===== src/rtl/keypad_scan.sv =====
// 4x4 key matrix scanner: walks an active-low column, synchronizes and debounces
// the active-low rows, and reports one registered pulse plus a key code per press.
module keypad_scan #(
   parameter int unsigned SCAN_OVERFLOW  = 65535,
   parameter int unsigned DEBOUNCE_TICKS = 4
) (
   input  logic       clk_i,
   input  logic       reset_i,
   input  logic [3:0] row_n_i,
   output logic [3:0] col_drive_o,
   output logic [3:0] key_code_o,
   output logic       key_valid_o,
   output logic       key_held_o
);

   localparam int unsigned TW = $clog2(SCAN_OVERFLOW + 1);
   localparam int unsigned CW = $clog2(DEBOUNCE_TICKS + 2);
   localparam logic [TW-1:0] TICK_MAX = TW'(SCAN_OVERFLOW);
   localparam logic [CW-1:0] DB_MAX   = CW'(DEBOUNCE_TICKS);
   localparam bit            DB_ONE   = (DEBOUNCE_TICKS == 1);

   typedef enum logic [1:0] {
      SCAN     = 2'd0,
      DEBOUNCE = 2'd1,
      HELD     = 2'd2,
      RELEASE  = 2'd3
   } state_t;

   state_t        state_q, state_d;
   logic [TW-1:0] tick_q, tick_d;
   logic [CW-1:0] cnt_q, cnt_d, cnt_inc_s;
   logic [1:0]    col_q, col_d;
   logic [1:0]    row_q, row_d;
   logic [3:0]    col_drive_q, col_drive_d;
   logic [3:0]    key_code_q, key_code_d;
   logic          key_valid_q, key_valid_d;
   logic          key_held_q, key_held_d;
   logic [3:0]    sync1_q, rows_q;
   logic          tick_s, hit_s, accept_s, release_s;
   logic [1:0]    hit_row_s;

   // two-flop synchronizer for the asynchronous row inputs
   always_ff @(posedge clk_i) begin
      if (reset_i) begin
         sync1_q <= 4'b1111;
         rows_q  <= 4'b1111;
      end else begin
         sync1_q <= row_n_i;
         rows_q  <= sync1_q;
      end
   end

   assign tick_s    = (tick_q == TICK_MAX);
   assign tick_d    = tick_s ? '0 : tick_q + TW'(1);
   assign cnt_inc_s = cnt_q + CW'(1);

   // lowest-index low row wins when several rows are pulled down
   always_comb begin
      hit_s     = 1'b1;
      hit_row_s = 2'd0;
      casez (rows_q)
         4'b???0: hit_row_s = 2'd0;
         4'b??01: hit_row_s = 2'd1;
         4'b?011: hit_row_s = 2'd2;
         4'b0111: hit_row_s = 2'd3;
         default: hit_s     = 1'b0;
      endcase
   end

   // state and output registers
   always_ff @(posedge clk_i) begin
      if (reset_i) begin
         state_q     <= SCAN;
         tick_q      <= '0;
         cnt_q       <= '0;
         col_q       <= 2'd0;
         row_q       <= 2'd0;
         col_drive_q <= 4'b1110;
         key_code_q  <= 4'd0;
         key_valid_q <= 1'b0;
         key_held_q  <= 1'b0;
      end else begin
         state_q     <= state_d;
         tick_q      <= tick_d;
         cnt_q       <= cnt_d;
         col_q       <= col_d;
         row_q       <= row_d;
         col_drive_q <= col_drive_d;
         key_code_q  <= key_code_d;
         key_valid_q <= key_valid_d;
         key_held_q  <= key_held_d;
      end
   end

   // next-state logic; the column only moves when no key owns the scanner
   always_comb begin
      state_d   = state_q;
      cnt_d     = cnt_q;
      row_d     = row_q;
      col_d     = col_q;
      accept_s  = 1'b0;
      release_s = 1'b0;
      if (tick_s) begin
         case (state_q)
            SCAN: begin
               if (hit_s) begin
                  row_d = hit_row_s;
                  cnt_d = CW'(1);
                  if (DB_ONE) begin
                     accept_s = 1'b1;
                     state_d  = HELD;
                  end else begin
                     state_d = DEBOUNCE;
                  end
               end else begin
                  col_d = col_q + 2'd1;
               end
            end
            DEBOUNCE: begin
               if (hit_s && (hit_row_s == row_q)) begin
                  cnt_d = cnt_inc_s;
                  if (cnt_inc_s >= DB_MAX) begin
                     accept_s = 1'b1;
                     state_d  = HELD;
                  end else begin
                     state_d = DEBOUNCE;
                  end
               end else begin
                  state_d = SCAN;
                  col_d   = col_q + 2'd1;
               end
            end
            HELD: begin
               if (rows_q[row_q]) begin
                  cnt_d   = CW'(1);
                  state_d = RELEASE;
               end else begin
                  state_d = HELD;
               end
            end
            RELEASE: begin
               if (rows_q[row_q]) begin
                  cnt_d = cnt_inc_s;
                  if (cnt_inc_s >= DB_MAX) begin
                     release_s = 1'b1;
                     state_d   = SCAN;
                     col_d     = col_q + 2'd1;
                  end else begin
                     state_d = RELEASE;
                  end
               end else begin
                  state_d = HELD;
               end
            end
            default: state_d = SCAN;
         endcase
      end else begin
         state_d = state_q;
      end
   end

   // next values of the registered outputs
   always_comb begin
      col_drive_d = ~(4'b0001 << col_d);
      key_valid_d = accept_s;
      if (accept_s) begin
         key_code_d = {row_d, col_q};
         key_held_d = 1'b1;
      end else if (release_s) begin
         key_code_d = key_code_q;
         key_held_d = 1'b0;
      end else begin
         key_code_d = key_code_q;
         key_held_d = key_held_q;
      end
   end

   assign col_drive_o = col_drive_q;
   assign key_code_o  = key_code_q;
   assign key_valid_o = key_valid_q;
   assign key_held_o  = key_held_q;

endmodule

===== config.mk =====
export PLATFORM = sky130hd
export DESIGN_NAME = keypad_scan
export DESIGN_NICKNAME = d
export VERILOG_FILES = /design/src/rtl/keypad_scan.sv
export SDC_FILE = /design/constraint.sdc
export NUM_CORES = 1
export LEC_CHECK = 0
export CELL_PAD_IN_SITES_DETAIL_PLACEMENT = 2
export CELL_PAD_IN_SITES_GLOBAL_PLACEMENT = 2
export CORE_MARGIN = 2
export CORE_UTILIZATION = 38
export DETAILED_ROUTE_END_ITERATION = 16
export GPL_TIMING_DRIVEN = 0
export PLACE_DENSITY_LB_ADDON = 0.1
export SKIP_LAST_GASP = 1
export SLEW_MARGIN = 20
export SYNTH_ARGS = -nofsm -noshare
export SYNTH_HDL_FRONTEND = slang
export SYNTH_SLANG_ARGS = --single-unit
export TNS_END_PERCENT = 1

===== constraint.sdc =====
create_clock -name clk_i -period 6.1 [get_ports clk_i]
set_input_delay 0.915 -clock clk_i [delete_from_list [all_inputs] [get_ports clk_i]]
set_output_delay 0.915 -clock clk_i [all_outputs]
set_load 0.05 [all_outputs]

# Word level (Yosys, flattened, before mapping)
# Cells that the tools add are included.
# classes
n_addsub	3
n_lt_le_gt_ge	2
n_eq_ne	12
shift	1
mux	34
n_bitwise	2
n_reduce_logical	7
# op_table
op	count
two-way mux 2 bit	13
adder 16 x 1 -> 16 bit (second input constant)	1
equality test 16 bit (second input constant)	1
two-way mux 1 bit	12
two-way mux 3 bit	4
case mux 2 bit (3 select lines)	2
case mux 3 bit (4 select lines)	1
!= test 2 bit (second input constant)	4
case mux 2 bit (4 select lines)	1
AND reduction 5 bit	1
equality test 2 x 1 -> 1 bit (second input constant)	2
equality test 2 bit (second input constant)	2
equality test 4 x 3 -> 1 bit (second input constant)	1
inverter 4 bit	1
OR reduction 4 bit	1
left shift 1 x 2 -> 4 bit (first input constant)	1
adder 3 x 1 -> 3 bit (second input constant)	1
equality test 3 x 2 -> 1 bit (second input constant)	1
greater-or-equal comparator 3 bit (second input constant)	1
< comparator 2 x 3 -> 1 bit (second input constant)	1
adder 2 x 1 -> 2 bit (second input constant)	1
binary-select mux 1 bit (select 2 bit)	1
equality test 2 bit	1
zero test 2 bit	1
5 further kinds	5
# word_totals
reg_bits	43
inputBits	6
out_inout_bits	10
wordCells	72

# Longest topological paths before layout
# logic_depth
ltp_word	9
ltp_mapped	7
ltp_nobuf	6

# Worst setup path before layout
# Ideal clock, no wire load.
# synth_path
kind	register -> register
startpoint	reg tick_q[0]
endpoint	reg key_code_q[3], in the netlist key_code_o[3]
setup_ps	67
arrival_time_ps	2005
required_time_ps	6033
slack_ps	4027
stages_incl_launch_ff	7
period_less_slack_ps	2073
path_cell_list	dfxtp_1 > ha_1 > nand4_4 > or3_4 > a2111oi_4 > or3b_1 > a21oi_2
# synth_via
elab_chain_cells	2
word_cells_on_any_way	3
cone_classes	1 x eq/ne; 2 x mux
# synth_rtl
element	line_no	text
start, declared	30	logic [TW-1:0] tick_q, tick_d;
start signal, assigned	84	tick_q <= tick_d;
equality test 16 bit *	53	assign tick_s = (tick_q == TICK_MAX);
two-way mux 2 bit / two-way mux 1 bit (equally long branches)	103	if (tick_s) begin
end signal, assigned	89	key_code_q <= key_code_d;
end, declared	35	logic [3:0] key_code_q, key_code_d;
# Mark *: on every way between the ends. The rest lies on a longest branch, timed or not.
# A chain may end at the register's enable or synchronous reset.

# Worst setup path after layout
# layout_path
startpoint	in reset_i
endpoint	reg key_code_q[0], in the netlist key_code_o[0]
# layout_rtl
element	line_no	text
start, declared	8	input logic reset_i,
# No word-level cell between the ends.

==> impl_summary.log <==
INFO  metric critPathSlowestCell = sky130_fd_sc_hd__clkbuf_1
INFO  metric yosys_register_bits = 43
INFO  metric rsz0062_at_grt = false
INFO  metric rows = 25
INFO  metric worstSetupPathType = in -> reg
INFO  metric io_pins = 16
INFO  metric gp_congestion = 0.877
INFO  metric cp_slowest_stage_delay = 0.50 ns
INFO  metric insertedDiodeCount = 0
INFO  metric first_global_vias = 1517
INFO  metric synth_ff_type = sky130_fd_sc_hd__dfxtp_1
INFO  metric drc_errors = 0
INFO  metric route.detailed.wl_per_inst = 15.3 µm
INFO  metric vdd_ir_drop_max = 0.156 mV
INFO  metric max_slew.worst_pin.slew = 0.686 ns
INFO  metric postCtsSetupBuffers = 0
INFO  metric final_worst_path_cycle_share = 42.3%
INFO  metric detailedPlacementHpwl = 3510 µm
INFO  metric synth-seq-area-share = 45.4%
INFO  metric synth_top_cell_by_area = sky130_fd_sc_hd__dfxtp_1
INFO  metric ys_top_cells_by_count = sky130_fd_sc_hd__dfxtp_1 (43), sky130_fd_sc_hd__nor2_1 (32), sky130_fd_sc_hd__nand2_1 (13)
INFO  metric yosys-top-cells-area = sky130_fd_sc_hd__dfxtp_1 (45%), sky130_fd_sc_hd__nor2_1 (6.3%), sky130_fd_sc_hd__xor2_1 (3.7%)
INFO  metric startpoint_types = input pin
INFO  metric path_common_cell = sky130_fd_sc_hd__clkbuf_1
INFO  metric drt-initial-drc-count = 60
INFO  metric timing.reg2reg.worst_path_depth = 7
INFO  metric worstPathArrival = 2.74 ns
INFO  metric synth_area = 1890 µm²
INFO  metric die_h = 74.6 µm
INFO  metric grt_pass1_wl = 7490 µm
INFO  metric grt_antenna_before_repair = 0
INFO  metric postSynth.asyncResetShare = 0%
INFO  metric worstPathMaxFanout = 10
INFO  metric antenna_left = 0
INFO  metric synth.avg_cell_area = 9.29 µm²
INFO  metric tritoncts_num_sinks = 43
INFO  metric share_of_layout_cells_above_drive_strength_1 = 9.25%
INFO  metric fp.coreArea = 4750 µm²
INFO  metric fin_crit = 2.58 ns
INFO  metric routed_wirelength = 4510 µm
INFO  metric cp_cell_sequence = clkdlybuf4s50_1, clkbuf_1, clkbuf_1, clkbuf_1, nor2_1
INFO  metric n_fill_cell = 543
INFO  metric fin_skew = 0.00302 ns
INFO  metric m1WireLength = 2130 µm
INFO  metric r2r_end = tick_q[4]$_SDFF_PP0_
INFO  metric die_area = 5570 µm²
INFO  metric detail_route.first_pass.iterations = 4
INFO  metric post_synth_inst_count = 204
INFO  metric initial_core_util = 39.8%
INFO  metric cp.buffers_inverters = 4
INFO  metric powerDensity = 220 nW/µm²
INFO  metric cts_resized = 0
INFO  metric post_synth_num_cell_types = 46
INFO  metric synth_top_area_share = 45.4%
INFO  metric max-slew-margin-rel = 53.9%
INFO  metric fmax = 388 MHz
INFO  metric numCtsBuffers = 5
INFO  metric floorplan.die.width = 74.6 µm
INFO  metric final_hold_viol_count = 0
INFO  metric top_layer_used = met4
INFO  metric critPathCaptureType = register
INFO  metric met2_wirelength_from_detailed_routing = 2220 µm
INFO  metric cp_num_cells = 5
INFO  metric area_growth = 16.8%
INFO  metric synthesis.nets = 212
INFO  metric fin_nets = 234
INFO  metric drt-vias-per-instance = 5.05
INFO  metric cts_root_buffer = sky130_fd_sc_hd__clkbuf_8
INFO  metric slew_viol_final = 0
INFO  metric cts_htree_levels = 2
INFO  metric worst_setup_hold_path_clk_slew = 0.08 ns
INFO  metric grt_remaining_overflow = 0
INFO  metric maximum_buffer_depth_of_the_clock_tree = 2
INFO  metric tns = 0 ns
INFO  metric tritoncts = built
INFO  metric family_with_the_most_delay_on_the_worst_path = buffers and inverters
INFO  metric fin_hold_ws = 0.420 ns
INFO  metric grt_max_degree = 14
INFO  metric vias = 1486
INFO  metric post-synth-top-count-cell = sky130_fd_sc_hd__dfxtp_1
INFO  metric placement.io_buffers = 15
INFO  metric holdCritStartpoint = sync1_q[3]$_SDFF_PP1_
INFO  metric min_delay_path_depth = 1
INFO  metric power.leakage = 0.789 nW
INFO  metric yosys_warnings = 0
INFO  metric clock_latency = 0.29 ns
INFO  metric hold-path-endpoint = rows_q[3]$_SDFF_PP1_
INFO  metric holdBufCountCts = 0
INFO  metric r2r-start = tick_q[0]$_SDFF_PP0_
INFO  metric required = 6.26 ns
INFO  metric report.final.setup_viol = 0
INFO  metric met3_wire_length = 101 µm
INFO  metric synth_edf_count = 0
INFO  metric reported_max_cap_violation_count = 0
INFO  metric outcome = completed
INFO  metric grt_util_all_layers = 17.9%
INFO  metric timing.hold.worst.class = reg -> reg
INFO  metric worst-r2r-setup-slack = 3.73 ns
-- how the worst max path moves through the flow --
stage / from / endpoint / slack, ns
2_1_floorplan: tick_q[0]$_SDFF_PP0_ / key_code_o[3]$_SDFFE_PP0P_ / 4.03
3_3_place_gp: reset_i / key_valid_o$_SDFF_PP0_ / 3.30
3_5_place_dp: reset_i / key_code_o[0]$_SDFFE_PP0P_ / 3.16
4_1_cts: reset_i / key_code_o[0]$_SDFFE_PP0P_ / 3.47
5_1_grt: reset_i / tick_q[12]$_SDFF_PP0_ / 3.38
6_report: reset_i / key_code_o[0]$_SDFFE_PP0P_ / 3.52
-- state kept, by name (all words and copies together), names as in the netlist --
| register | count |
|---|---|
| key_valid_o | 1 |
| col_q | 2 |
| col_drive_o | 4 |
| rows_q | 4 |
| tick_q | 16 |
| key_held_o | 1 |
| cnt_q | 3 |
| key_code_o | 4 |
| state_q | 2 |
| row_q | 2 |
| sync1_q | 4 |
-- cells in the final DEF (no fill, tap or decap), types with 5 or more instances in the layout --
cell	n
sky130_fd_sc_hd__dfxtp_1	43
sky130_fd_sc_hd__nor2_1	32
sky130_fd_sc_hd__clkdlybuf4s50_1	15
sky130_fd_sc_hd__nand2_1	13
sky130_fd_sc_hd__nand3_1	10
sky130_fd_sc_hd__xor2_1	8
sky130_fd_sc_hd__or2_2	8
sky130_fd_sc_hd__clkbuf_1	7
sky130_fd_sc_hd__a21oi_1	7
sky130_fd_sc_hd__xnor2_1	6
sky130_fd_sc_hd__mux2i_1	6
sky130_fd_sc_hd__nor3_1	5
sky130_fd_sc_hd__nor2b_1	5
sky130_fd_sc_hd__clkbuf_8	5
-- where the power goes --
group	total, W	leakage [nW]	switching (W)	internal (W)
Combinational	0.0000219	0.399	0.0000124	0.00000947
Sequential	0.000289	0.349	0.00000408	0.000285
Clock	0.000176	0.0412	0.0000957	0.0000800
Total	0.000486	0.789	0.000112	0.000374
-- layout make-up --
| cell class | count | area (µm²) | area share [%] |
|---|---|---|---|
| Clock buffer | 6 | 72.6 | 3.28 |
| Multi-Input combinational cell | 150 | 992 | 44.8 |
| Buffer | 7 | 26.3 | 1.19 |
| Timing Repair Buffer | 15 | 150 | 6.78 |
| Tap cell | 67 | 83.8 | 3.79 |
| Inverter | 4 | 15.0 | 0.678 |
| Clock inverter | 2 | 12.5 | 0.565 |
| Sequential cell | 43 | 861 | 38.9 |
-- cells by family (layout without fill, tap and decap cells) --
family | after synthesis | after routing | synth area share (%)
muxes | 11 | 11 | 6.74
buffers and inverters | 11 | 34 | 2.18
adders and majority gates | 2 | 2 | 1.32
xor gates and xnor gates | 14 | 14 | 6.47
DFF | 43 | 43 | 45.4
AOI/OAI and AO/OA | 24 | 24 | 9.71
and+or+nand+nor | 99 | 99 | 28.1
-- routing by layer --
layer / up-vias / GRT usage, %
li1: 746 / -
met1: 715 / 22.4
met2: 20 / 30.8
met3: 5 / 3.66
met4: 0 / 5.95
met5: - / 0
-- metrics by stage --
| step | setup WS, ns | instances | instance area, µm² | util, % | power [W] |
|---|---|---|---|---|---|
| after floorplan | 4.03 | 204 | 1890 | - | 0.000308 |
| after global placement | 3.30 | 286 | 2130 | 44.8 | 0.000315 |
| after detailed placement | 3.16 | 286 | 2130 | 44.8 | 0.000317 |
| after CTS | 3.47 | 294 | 2210 | 46.6 | 0.000494 |
| after global routing | 3.38 | 294 | 2210 | 46.6 | 0.000510 |
| final | 3.52 | 294 | 2210 | 46.6 | 0.000486 |
No activity file was read; power rests on OpenSTA's default activity.
